--- src/rtl/text_scroll_ctrl.sv ---
// text_scroll_ctrl: scrolls a buffered message across NUM_DIGITS 7-segment digits
// through one shared registered lookup table, committing each frame atomically.
module text_scroll_ctrl #(
  parameter int NUM_DIGITS = 4,
  parameter int MSG_DEPTH  = 16,
  parameter int SCROLL_DIV = 25000000,
  parameter int LUT_LAT    = 1
) (
  input  logic                          clk,
  input  logic                          rst_n,
  input  logic                          wr_en,
  input  logic [$clog2(MSG_DEPTH)-1:0]  wr_addr,
  input  logic [6:0]                    wr_code,
  input  logic [$clog2(MSG_DEPTH):0]    msg_len,
  input  logic                          loop,
  input  logic                          start,
  input  logic                          stop,
  output logic [6:0]                    lut_code,
  input  logic [6:0]                    lut_seg,
  output logic [7*NUM_DIGITS-1:0]       digit_seg,
  output logic                          frame_valid,
  output logic                          busy,
  output logic                          done
);
  localparam int AW   = $clog2(MSG_DEPTH);
  localparam int DW   = (NUM_DIGITS > 1) ? $clog2(NUM_DIGITS) : 1;
  localparam int CMAX = (SCROLL_DIV > NUM_DIGITS) ? SCROLL_DIV : NUM_DIGITS;
  localparam int CW   = $clog2(CMAX + 1);
  localparam int SW   = AW + DW + 2;
  localparam int TD   = LUT_LAT + 1;

  typedef enum logic [1:0] {IDLE, REFRESH, DRAIN, WAIT} state_t;

  state_t                  state_q, state_d;
  logic [CW-1:0]           cnt_q, cnt_d;
  logic [AW:0]             pos_q, pos_d, len_q, len_d, eff_len;
  logic                    loop_q, loop_d;
  logic [6:0]              lut_code_q, lut_code_d;
  logic [6:0]              mem_q [MSG_DEPTH];
  logic [TD-1:0]           tag_v_q, tag_v_d;
  logic [DW-1:0]           tag_q [TD];
  logic [DW-1:0]           tag_d [TD];
  logic [6:0]              shadow_q [NUM_DIGITS];
  logic [6:0]              shadow_d [NUM_DIGITS];
  logic [7*NUM_DIGITS-1:0] seg_q, seg_d;
  logic                    fv_q, fv_d, done_q, done_d;
  logic [SW-1:0]           idx;
  logic                    cap, last_cap;

  // Digit tags travel alongside each code so the returning pattern lands in the right shadow.
  always_comb begin
    eff_len  = (msg_len > (AW+1)'(MSG_DEPTH)) ? (AW+1)'(MSG_DEPTH) : msg_len;
    idx      = SW'(pos_q) + SW'(cnt_q);
    cap      = tag_v_q[TD-1];
    last_cap = cap && (tag_q[TD-1] == DW'(NUM_DIGITS-1));
    shadow_d = shadow_q;
    if (cap) shadow_d[tag_q[TD-1]] = lut_seg;
    tag_v_d  = TD'(tag_v_q << 1) | TD'(state_q == REFRESH);
    tag_d[0] = DW'(cnt_q);
    for (int i = 1; i < TD; i++) tag_d[i] = tag_q[i-1];
    seg_d = seg_q;
    if (state_q == DRAIN && last_cap && !stop)
      for (int d = 0; d < NUM_DIGITS; d++) seg_d[7*d +: 7] = shadow_d[d];
    state_d    = state_q;
    cnt_d      = cnt_q;
    pos_d      = pos_q;
    len_d      = len_q;
    loop_d     = loop_q;
    lut_code_d = lut_code_q;
    fv_d       = 1'b0;
    done_d     = 1'b0;
    case (state_q)
      IDLE: if (start && !stop && eff_len != '0) begin
        state_d = REFRESH;
        cnt_d   = '0;
        pos_d   = '0;
        len_d   = eff_len;
        loop_d  = loop;
      end
      REFRESH: begin
        lut_code_d = (idx < SW'(len_q)) ? mem_q[idx[AW-1:0]] : 7'd0;
        cnt_d      = cnt_q + 1'b1;
        if (cnt_q == CW'(NUM_DIGITS-1)) begin
          state_d = DRAIN;
          cnt_d   = '0;
        end
      end
      DRAIN: if (last_cap) begin
        state_d = WAIT;
        fv_d    = 1'b1;
        cnt_d   = '0;
      end
      WAIT: begin
        cnt_d = cnt_q + 1'b1;
        if (cnt_q == CW'(SCROLL_DIV-1)) begin
          cnt_d = '0;
          if (pos_q < len_q) begin
            pos_d   = pos_q + 1'b1;
            state_d = REFRESH;
          end else if (loop_q) begin
            pos_d   = '0;
            state_d = REFRESH;
          end else begin
            state_d = IDLE;
            done_d  = 1'b1;
          end
        end
      end
      default: state_d = IDLE;
    endcase
    if (stop && state_q != IDLE) begin
      state_d = IDLE;
      fv_d    = 1'b0;
      done_d  = 1'b0;
      tag_v_d = '0;
    end
  end

  always_ff @(posedge clk or negedge rst_n) begin
    if (!rst_n) begin
      state_q    <= IDLE;
      cnt_q      <= '0;
      pos_q      <= '0;
      len_q      <= '0;
      loop_q     <= 1'b0;
      lut_code_q <= '0;
      tag_v_q    <= '0;
      seg_q      <= '1;
      fv_q       <= 1'b0;
      done_q     <= 1'b0;
      for (int i = 0; i < MSG_DEPTH; i++) mem_q[i] <= '0;
      for (int i = 0; i < TD; i++) tag_q[i] <= '0;
      for (int i = 0; i < NUM_DIGITS; i++) shadow_q[i] <= '1;
    end else begin
      state_q    <= state_d;
      cnt_q      <= cnt_d;
      pos_q      <= pos_d;
      len_q      <= len_d;
      loop_q     <= loop_d;
      lut_code_q <= lut_code_d;
      tag_v_q    <= tag_v_d;
      tag_q      <= tag_d;
      shadow_q   <= shadow_d;
      seg_q      <= seg_d;
      fv_q       <= fv_d;
      done_q     <= done_d;
      if (wr_en && state_q == IDLE) mem_q[wr_addr] <= wr_code;
    end
  end

  assign lut_code    = lut_code_q;
  assign digit_seg   = seg_q;
  assign frame_valid = fv_q;
  assign done        = done_q;
  assign busy        = state_q != IDLE;
endmodule

--- config.mk ---
export PLATFORM = sky130hd
export DESIGN_NAME = text_scroll_ctrl
export DESIGN_NICKNAME = d
export VERILOG_FILES = /design/src/rtl/text_scroll_ctrl.sv
export SDC_FILE = /design/constraint.sdc
export NUM_CORES = 1
export LEC_CHECK = 0
export BUFFER_PORTS_ARGS = -buffer_cell sky130_fd_sc_hd__buf_4
export CORE_MARGIN = 3
export CORE_UTILIZATION = 45
export DETAILED_ROUTE_END_ITERATION = 6
export GPL_ROUTABILITY_DRIVEN = 0
export GPL_TIMING_DRIVEN = 1
export PLACE_DENSITY = 0.71
export SETUP_SLACK_MARGIN = 0.2
export SYNTH_ARGS = -nofsm -noshare
export SYNTH_HDL_FRONTEND = slang
export SYNTH_SLANG_ARGS = --single-unit
export TNS_END_PERCENT = 30
--- constraint.sdc ---
create_clock -name clk -period 4.8 [get_ports clk]
set_input_delay 1.2 -clock clk [delete_from_list [all_inputs] [get_ports clk]]
set_output_delay 1.2 -clock clk [all_outputs]
set_load 0.01 [all_outputs]
-- Word-level counts from Yosys, hierarchy flattened
Cells that the tools add are included.
- register bits: 221
- bits of input ports: 29
- add/subtract/negate cells: 3
- multiplexer cells: 39
- magnitude comparators: 8
- equality and inequality tests: 14
- bitwise logic cells: 4
- reductions and logical operators: 18
- operators by type and width (cell ; count):
    $bwmux W112 ; 1
    $mux W25 ; 4
    $pmux W25 S4 ; 1
    $mux W7 ; 5
    $bmux W7 S4 ; 1
    $bwmux W28 ; 1
    $demux W7 S4 ; 1
    $mux W28 ; 1
    $add A25 B1 Y25 const B ; 1
    $eq A25 B2 Y1 const B ; 1
    $eq A25 B25 Y1 const B ; 1
    $mux W5 ; 5
    $demux W7 S2 ; 1
    $mux W2 ; 6
    $ge A5 B5 Y1 const B ; 2
    $mux W1 ; 10
    $not A4 Y5 ; 2
    $pmux W5 S2 ; 1
    $logic_and A1 B1 Y1 ; 9
    $ne A3 B3 Y1 const B ; 3
    $add A5 B8 Y8 ; 1
    $lt A8 B5 Y1 ; 1
    $pmux W2 S4 ; 1
    $reduce_and A4 Y1 ; 2
    18 further kinds ; 24

-- Longest topological paths before layout
Gate-level depths: netlist of run 1.
- depth after elaboration: 7
- mapped depth: 12

-- Worst setup path after synthesis of run 1
No wires, ideal clock.
- path kind: register to register
- start: register cnt_q[0]
- end: register lut_code_q[0], in the netlist lut_code[0]
- buffers on the path: 2
- library setup time: 68 ps
- data arrival time: 3022 ps
- required time: 4732 ps
- clock period less this slack: 3089 ps
- stages on the path, launching flop included: 13
- path slack: 1711 ps
- cell sequence: dfrtp_1 -> ha_1 -> inv_1 -> fa_1 -> clkbuf_1 -> buf_1 -> inv_1 -> ha_1 -> nand2b_1 -> o221ai_1 -> a21oi_1 -> nor4_4 -> a32o_1
- cells in the longest elaborated chain, start to end: 6
- elaborated cells between the ends (all ways): 7
- classes of those cells: 1 x add/sub; 1 x order compare; 4 x mux; 1 x bitwise
- ends and longest elaborated chain (item ; line ; text):
    from (decl) ; 35 ; logic [CW-1:0] cnt_q, cnt_d;
    from (signal assigned) ; 136 ; cnt_q <= cnt_d;
    $add A5 B8 Y8 (*) ; 53 ; idx = SW'(pos_q) + SW'(cnt_q);
    $not A4 Y5 (not written as such) ; 81 ; lut_code_d = (idx < SW'(len_q)) ? mem_q[idx[AW-1:0]] : 7'd0;
    $bmux W7 S4 ; 81 ;
    $mux W7 (not written as such) (2 in a row) ; 81 ;
    $mux W7 (*) ; 81 ;
    to (signal assigned) ; 140 ; lut_code_q <= lut_code_d;
    to (decl) ; 38 ; logic [6:0] lut_code_q, lut_code_d;
Mark *: on every way between the ends. The rest lies on a longest branch, timed or not. The select of a mux whose other input is x is not followed.
A chain may end at the register's enable or synchronous reset.

-- Worst setup path after layout of run 1
- start: register pos_q[0]
- end: register lut_code_q[2], in the netlist lut_code[2]
- cells in the longest elaborated chain, start to end: 6
- elaborated cells between the ends (all ways): 7
- classes of those cells: 1 x add/sub; 1 x order compare; 4 x mux; 1 x bitwise
- ends and longest elaborated chain (item ; line ; text):
    from (decl) ; 36 ; logic [AW:0] pos_q, pos_d, len_q, len_d, eff_len;
    from (signal assigned) ; 137 ; pos_q <= pos_d;
    $add A5 B8 Y8 (*) ; 53 ;
    $not A4 Y5 (not written as such) ; 81 ;
    $bmux W7 S4 ; 81 ;
    $mux W7 (not written as such) (2 in a row) ; 81 ;
    $mux W7 (*) ; 81 ;
Marked as above.

==> results of run 1 <==
## placed cells by master (no fill, tap or decap), types with 4 or more instances in the layout
cell type	netlist	routed
mux2_2	170	170
a32o_1	7	7
nor2b_1	6	6
a22o_1	6	6
a31o_2	4	4
o21ai_0	33	33
ha_1	19	18
dfrtp_1	165	165
a21oi_1	17	17
and3_1	5	5
inv_1	19	19
nand2b_1	5	5
nor4_2	4	4
nor2_1	33	33
o21ai_1	7	7
buf_4	0	76
clkbuf_16	0	25
dfstp_2	56	56
a21o_1	6	6
nand3_1	24	24
clkbuf_1	17	6
nand4_1	7	7
a22oi_1	5	5
mux2i_1	15	15
nand2_1	52	52
and4_1	6	6
o31ai_1	9	9
mux4_2	28	28
nor3_1	8	8
## critical path, delay by kind of cell (launching register included)
family | cells | cell delay [ps]
AO/OA/AOI/OAI | 3 | 440
buffers and inverters | 2 | 450
AND/OR/NAND/NOR | 1 | 490
XOR/XNOR | 1 | 620
flip-flops | 1 | 430
adder cells (fa/ha/maj) | 3 | 990
## sequential cells by signal, summed over array words and instances, names as in the netlist
name,count
cnt_q,25
digit_seg,28
done,1
frame_valid,1
len_q,5
loop_q,1
lut_code,7
mem_q,112
pos_q,5
shadow_q,28
state_q,2
tag_d,2
tag_q,2
tag_v_q,2
## power by group through the flow
| stage | logic, µW | clock network [µW] | registers [µW] |
|---|---|---|---|
| global route | 2340 | 1970 | 3020 |
| detailed placement | 2150 | 0 | 2960 |
| floorplan | 1640 | 0 | 2850 |
| finish | 2140 | 1870 | 2930 |
| CTS | 2160 | 1900 | 2930 |
| global placement | 2090 | 0 | 2940 |
## path summary, 6_finish.rpt
kind / start / end / slack [ps] / cells after the start
min: tag_d[0]$_DFF_PN0_ / tag_q[0]$_DFF_PN0_ / 360 / 0
max: pos_q[0]$_DFFE_PN0P_ / lut_code[2]$_DFFE_PN0P_ / 1320 / 10
min in group asynchronous: rst_n / cnt_q[18]$_DFFE_PN0P_ / 780 / 1
min reg2reg: tag_d[0]$_DFF_PN0_ / tag_q[0]$_DFF_PN0_ / 360 / 0
max in group asynchronous: rst_n / mem_q[11]$_DFFE_PN0P_ / 2980 / 2
max reg2reg: pos_q[0]$_DFFE_PN0P_ / lut_code[2]$_DFFE_PN0P_ / 1320 / 10
## cell type report
type / count / area [µm²] / area share [%]
timing repair buffer: 77 / 586 / 4.86
clock buffer: 34 / 689 / 5.73
sequential: 221 / 5600 / 46.5
inverter: 21 / 78.8 / 0.655
tap: 285 / 357 / 2.96
multi-input combinational: 515 / 4610 / 38.3
clock inverter: 9 / 116 / 0.966
## stage by stage
step           instance area [µm²]  power, µW  setup slack, ps  instances
4_1_cts                      12000       6990             1360       1162
2_1_floorplan                10400       4490             1710        787
5_1_grt                      12000       7330             1070       1162
6_report                     12000       6940             1320       1162
3_3_place_gp                 11200       5030             1470       1119
3_5_place_dp                 11200       5110             1400       1119
## cells by family after synthesis
family | share of synthesized area (%)
AOI/OAI and AO/OA | 6.87
and+or+nand+nor | 8.64
DFF | 53.8
adders and majority gates | 2.47
buffers and inverters | 1.98
xor gates and xnor gates | 0.408
muxes | 25.9
## layer usage
| metal | part of all wire [%] | vias up | global-route usage, % |
|---|---|---|---|
| met5 | 0 | - | 0 |
| met2 | 46 | 130 | 28.8 |
| li1 | - | 3061 | - |
| met1 | 48 | 3456 | 26.6 |
| met3 | 4.1 | 38 | 2.52 |
| met4 | 2.2 | 0 | 4.18 |
==> out/metrics.yaml, run 1 <==
drcViolationCount: 0
die_w_um: 158
grt_pass1_wl_um: 36200
io_pins: 67
clock-sinks: 221
clock.fmax_mhz: 288
synth_cells: 787
outcome: "finished, final reports clean"
n_fill_cell: 1916
tns_ps: 0
yosysTopAreaCell: "dfrtp_1"
hp-class: "register to register"
path_max_fanout: 8
cp.required_ps: 5260
synth_common_cells: "mux2_2 (170), dfrtp_1 (165), dfstp_2 (56)"
hold_violations: 0
synth.top_cell.area_share_pct: 39.6
cp.arrival_ps: 3930
crit_slowest_cell: "xor2_1"
synth-seq-cells: 221
swShare_pct: 29.7
route.vias.total: 6685
io_buffers: 66
async_flop_share_pct: 100
path_clk_slew_ps: 70
core_mm2: 0.0227
clkPwrFrac_pct: 26.9
ys_types: 58
combPwrFrac_pct: 30.8
hpwl_um: 15200
rows: 55
drt_first_pass_iters: 4
postSynthAreaPerCell_um2: 13.2
cp-end-kind: "register"
dieHeight_um: 158
design.die.area_mm2: 0.0250
viasPerCell: 5.75
cts_hold_buf: 0
p_seq_share_pct: 42.3
root_buffer: "clkbuf_16"
irDropWorstVdd_uv: 378
cts_setup_buffers: 0
yosysSeqAreaShare_pct: 53.8
yosysWarnings: 0
area_growth_pct: 15.6
avgRoutedWirePerCell_um: 19.3
setup_viol: 0
cts.path.max_buffers: 3
initial_utilization_pct: 45.9
synth.area.top_cells: "dfrtp_1 (40%), mux2_2 (18%), dfstp_2 (14%)"
ys.flop_type: "dfrtp_1"
synth_nets: 836
fin_crit_sh_pct: 72.4
fin_nets: 909
first_global_vias: 6648
start_kind: "register"
grt_use_total_pct: 18.1
period_minus_slack_ps: 3480
cts_buffers: 24
drive_gt1_share_pct: 44.0
leakage_uw: 0.00533
synth_edf_count: 0
worstSkewPairLatency_ps: 530
htree_levels: 1
ant_nets: 0
postRouteWirelength_um: 22400
slew_violations: 0
grt.overflow.total: 0
diodes: 0
rsz0062_at_grt: "false"
grt_max_degree: 121
crit_type: "register to register"
drt_iter0_markers: 491
slowest_delay_ps: 620
p_per_area_mw_per_mm2: 576
clock_skew_ps: 17.1
final_core_util_pct: 53.0
antenna_found_initial: 0
yosysMostFrequentCell: "mux2_2"
cts_tree: "yes"
drv_cap: 0
crit_chain: "ha_2 -> inv_1 -> fa_1 -> xor2_1 -> clkinv_1 -> ha_1 -> o221ai_1 -> a21oi_1 -> nor4_4 -> a32o_1"
p_switching_uw: 2060
slew_headroom_pct: 37.2
ctsResizeCount: 0
fin_hold_ws_ps: 363
syn_area_mm2: 0.0104
tightest_slew_ps: 934
p_int_uw: 4880
(Power assumes the default switching activity.)
==> run 2: changes to the inputs <==
PLACE_DENSITY = 0.73   (was 0.71)
clock period = 3 ns   (was 4.8 ns; I/O delays follow)
==> out/metrics.yaml, run 2 (synthesis results as in run 1) <==
outcome: "finished, final reports clean"
tns_ps: 0  # unchanged
layout_common_cells: "mux2_2 (170), dfrtp_1 (163), buf_4 (94), dfstp_2 (56), nand2_1 (52)"
irDropWorstVdd_uv: 613  # +62%
fin_nets: 931  # +2.4%
antenna_found_initial: 0  # unchanged
path_max_fanout: 7  # -1
drt_first_pass_iters: 5  # +1
worstSkewPairLatency_ps: 520  # about the same
io_pins: 67  # unchanged
cp.arrival_ps: 3060  # -870 ps
rsz0062_at_grt: "false"
avgRoutedWirePerCell_um: 18.6  # -3.7%
cts_hold_buf: 0  # unchanged
seq_area_mm2: 0.00560  # about the same
clock.fmax_mhz: 384  # +33%
postRouteWirelength_um: 22000  # -1.8%
first_global_vias: 6888  # +3.6%
place_ws_ps: 314  # -1080 ps
crit_type: "register to register"
swShare_pct: 29.4  # -0.34 points
viasPerCell: 5.69  # -1.2%
area_growth_pct: 17.3
clkPwrFrac_pct: 25.5  # -1.4 points
dieHeight_um: 158  # unchanged
path_clk_slew_ps: 60  # about the same
clock-sinks: 221  # unchanged
die_w_um: 158  # unchanged
drcViolationCount: 0  # unchanged
p_per_area_mw_per_mm2: 900  # +56%
drt_iter0_markers: 393  # -20%
route.vias.total: 6737  # +0.78%
initial_utilization_pct: 45.9  # unchanged
cp.required_ps: 3450  # -1810 ps
fin_crit_sh_pct: 86.8  # +14 points
slew_headroom_pct: 57.1  # +20 points
p_switching_uw: 3230  # +57%
p_int_uw: 7770  # +59%
cp-end-kind: "register"
drive_gt1_share_pct: 45.6  # +1.5 points
grt_max_degree: 78  # -36%
final_core_util_pct: 53.8  # +0.77 points
combPwrFrac_pct: 31.9  # +1.1 points
grt.overflow.total: 0  # unchanged
tightest_slew_ps: 641  # -292 ps
start_kind: "register"
grt_pass1_wl_um: 36100  # -0.34%
cts_buffers: 24  # unchanged
hp-class: "input port to asynchronous set/reset pin"
slew_violations: 0  # unchanged
cts_tree: "yes"
core_mm2: 0.0227  # unchanged
drv_cap: 0  # unchanged
rows: 55  # unchanged
leakage_uw: 0.00544  # +2.0%
largest_reg_flops: 112  # unchanged
cts.path.max_buffers: 3  # unchanged
hpwl_um: 14800  # -2.7%
period_minus_slack_ps: 2600  # -871 ps
p_seq_share_pct: 42.5  # +0.2 points
multi_input_area_mm2: 0.00462  # about the same
io_buffers: 66  # unchanged
diodes: 0  # unchanged
regMostFlops: "mem_q"
clock_skew_ps: 22.0  # +4.87 ps
ant_nets: 0  # unchanged
setup_viol: 0  # unchanged
design.die.area_mm2: 0.0250  # unchanged
grt_use_total_pct: 18.0  # -0.13 points
n_fill_cell: 1916  # unchanged
final_common_cell: "mux2_2"
hold_violations: 0  # unchanged
root_buffer: "clkbuf_16"
htree_levels: 1  # unchanged
fin_ws_ps: 395  # -929 ps
## run 2: changes by cell type in the layout (fill, tap and decap cells not counted), sizes merged
cell and delta:
buf +22, bufinv -1, clkinv +1, clkbuf +1
## run 2: worst max-delay path: stages (launching register included)
cell and delay [ps]:
dfrtp_2 410, ha_2 200, inv_1 50, fa_1 550, inv_1 60, ha_1 180, nand2b_1 140, o221ai_1 210
a21oi_2 110, nor4_4 270, buf_4 200, a32o_1 170
## run 2: final cells by class
type,instances,share of cell area (%)
clock buffers,35,5.50
clock inverters,9,0.717
inverters,21,0.645
multi-input cells,515,37.8
flip-flops and latches,221,45.9
well taps,285,2.92
repair buffers,99,6.56
## run 2: per-stage QoR
stage                     hold WS, ps  total power, µW  instances  instance area [µm²]
after detailed placement          362             8220       1140                11400
after global routing              256            11700       1185                12200
final                             233            11000       1185                12200
after global placement            361             8080       1140                11400
after CTS                         220            11100       1184                12200
after floorplan                   331             7180        787                10400
## run 2: power groups by stage
stage               sequential (µW)  clock (µW)  combinational, µW
floorplan                      4560           0               2620
finish                         4680        2810               3510
global route                   4800        3020               3860
global placement               4670           0               3410
CTS                            4680        2890               3530
detailed placement             4720           0               3510
## run 2: path summary, 6_finish.rpt
path | start | end | slack [ps] | cells past startpoint
worst max register to register | cnt_q[0]$_DFFE_PN0P_ | lut_code[2]$_DFFE_PN0P_ | 400 | 11
worst min register to register | tag_d[1]$_DFF_PN0_ | tag_q[1]$_DFF_PN0_ | 380 | 0
worst max-delay path | cnt_q[0]$_DFFE_PN0P_ | lut_code[2]$_DFFE_PN0P_ | 400 | 11
worst min-delay path | rst_n | cnt_q[19]$_DFFE_PN0P_ | 230 | 1
min in group clk | tag_d[1]$_DFF_PN0_ | tag_q[1]$_DFF_PN0_ | 380 | 0
max in group asynchronous | rst_n | shadow_q[20]$_DFF_PN1_ | 1990 | 2
## run 2: timing repair
action	CTS	global route
buffers inserted	0	1
endpoints found under the setup margin	0	7
resized for setup	0	3
## run 2: metal layers
layer | share of wire [%] | GRT usage, % | up-vias
met3 | 4.1 | 2.35 | 25
met4 | 1.3 | 3.56 | 0
met2 | 49 | 30.7 | 155
met5 | 0 | 0 | -
met1 | 45 | 24.9 | 3448
li1 | - | - | 3109
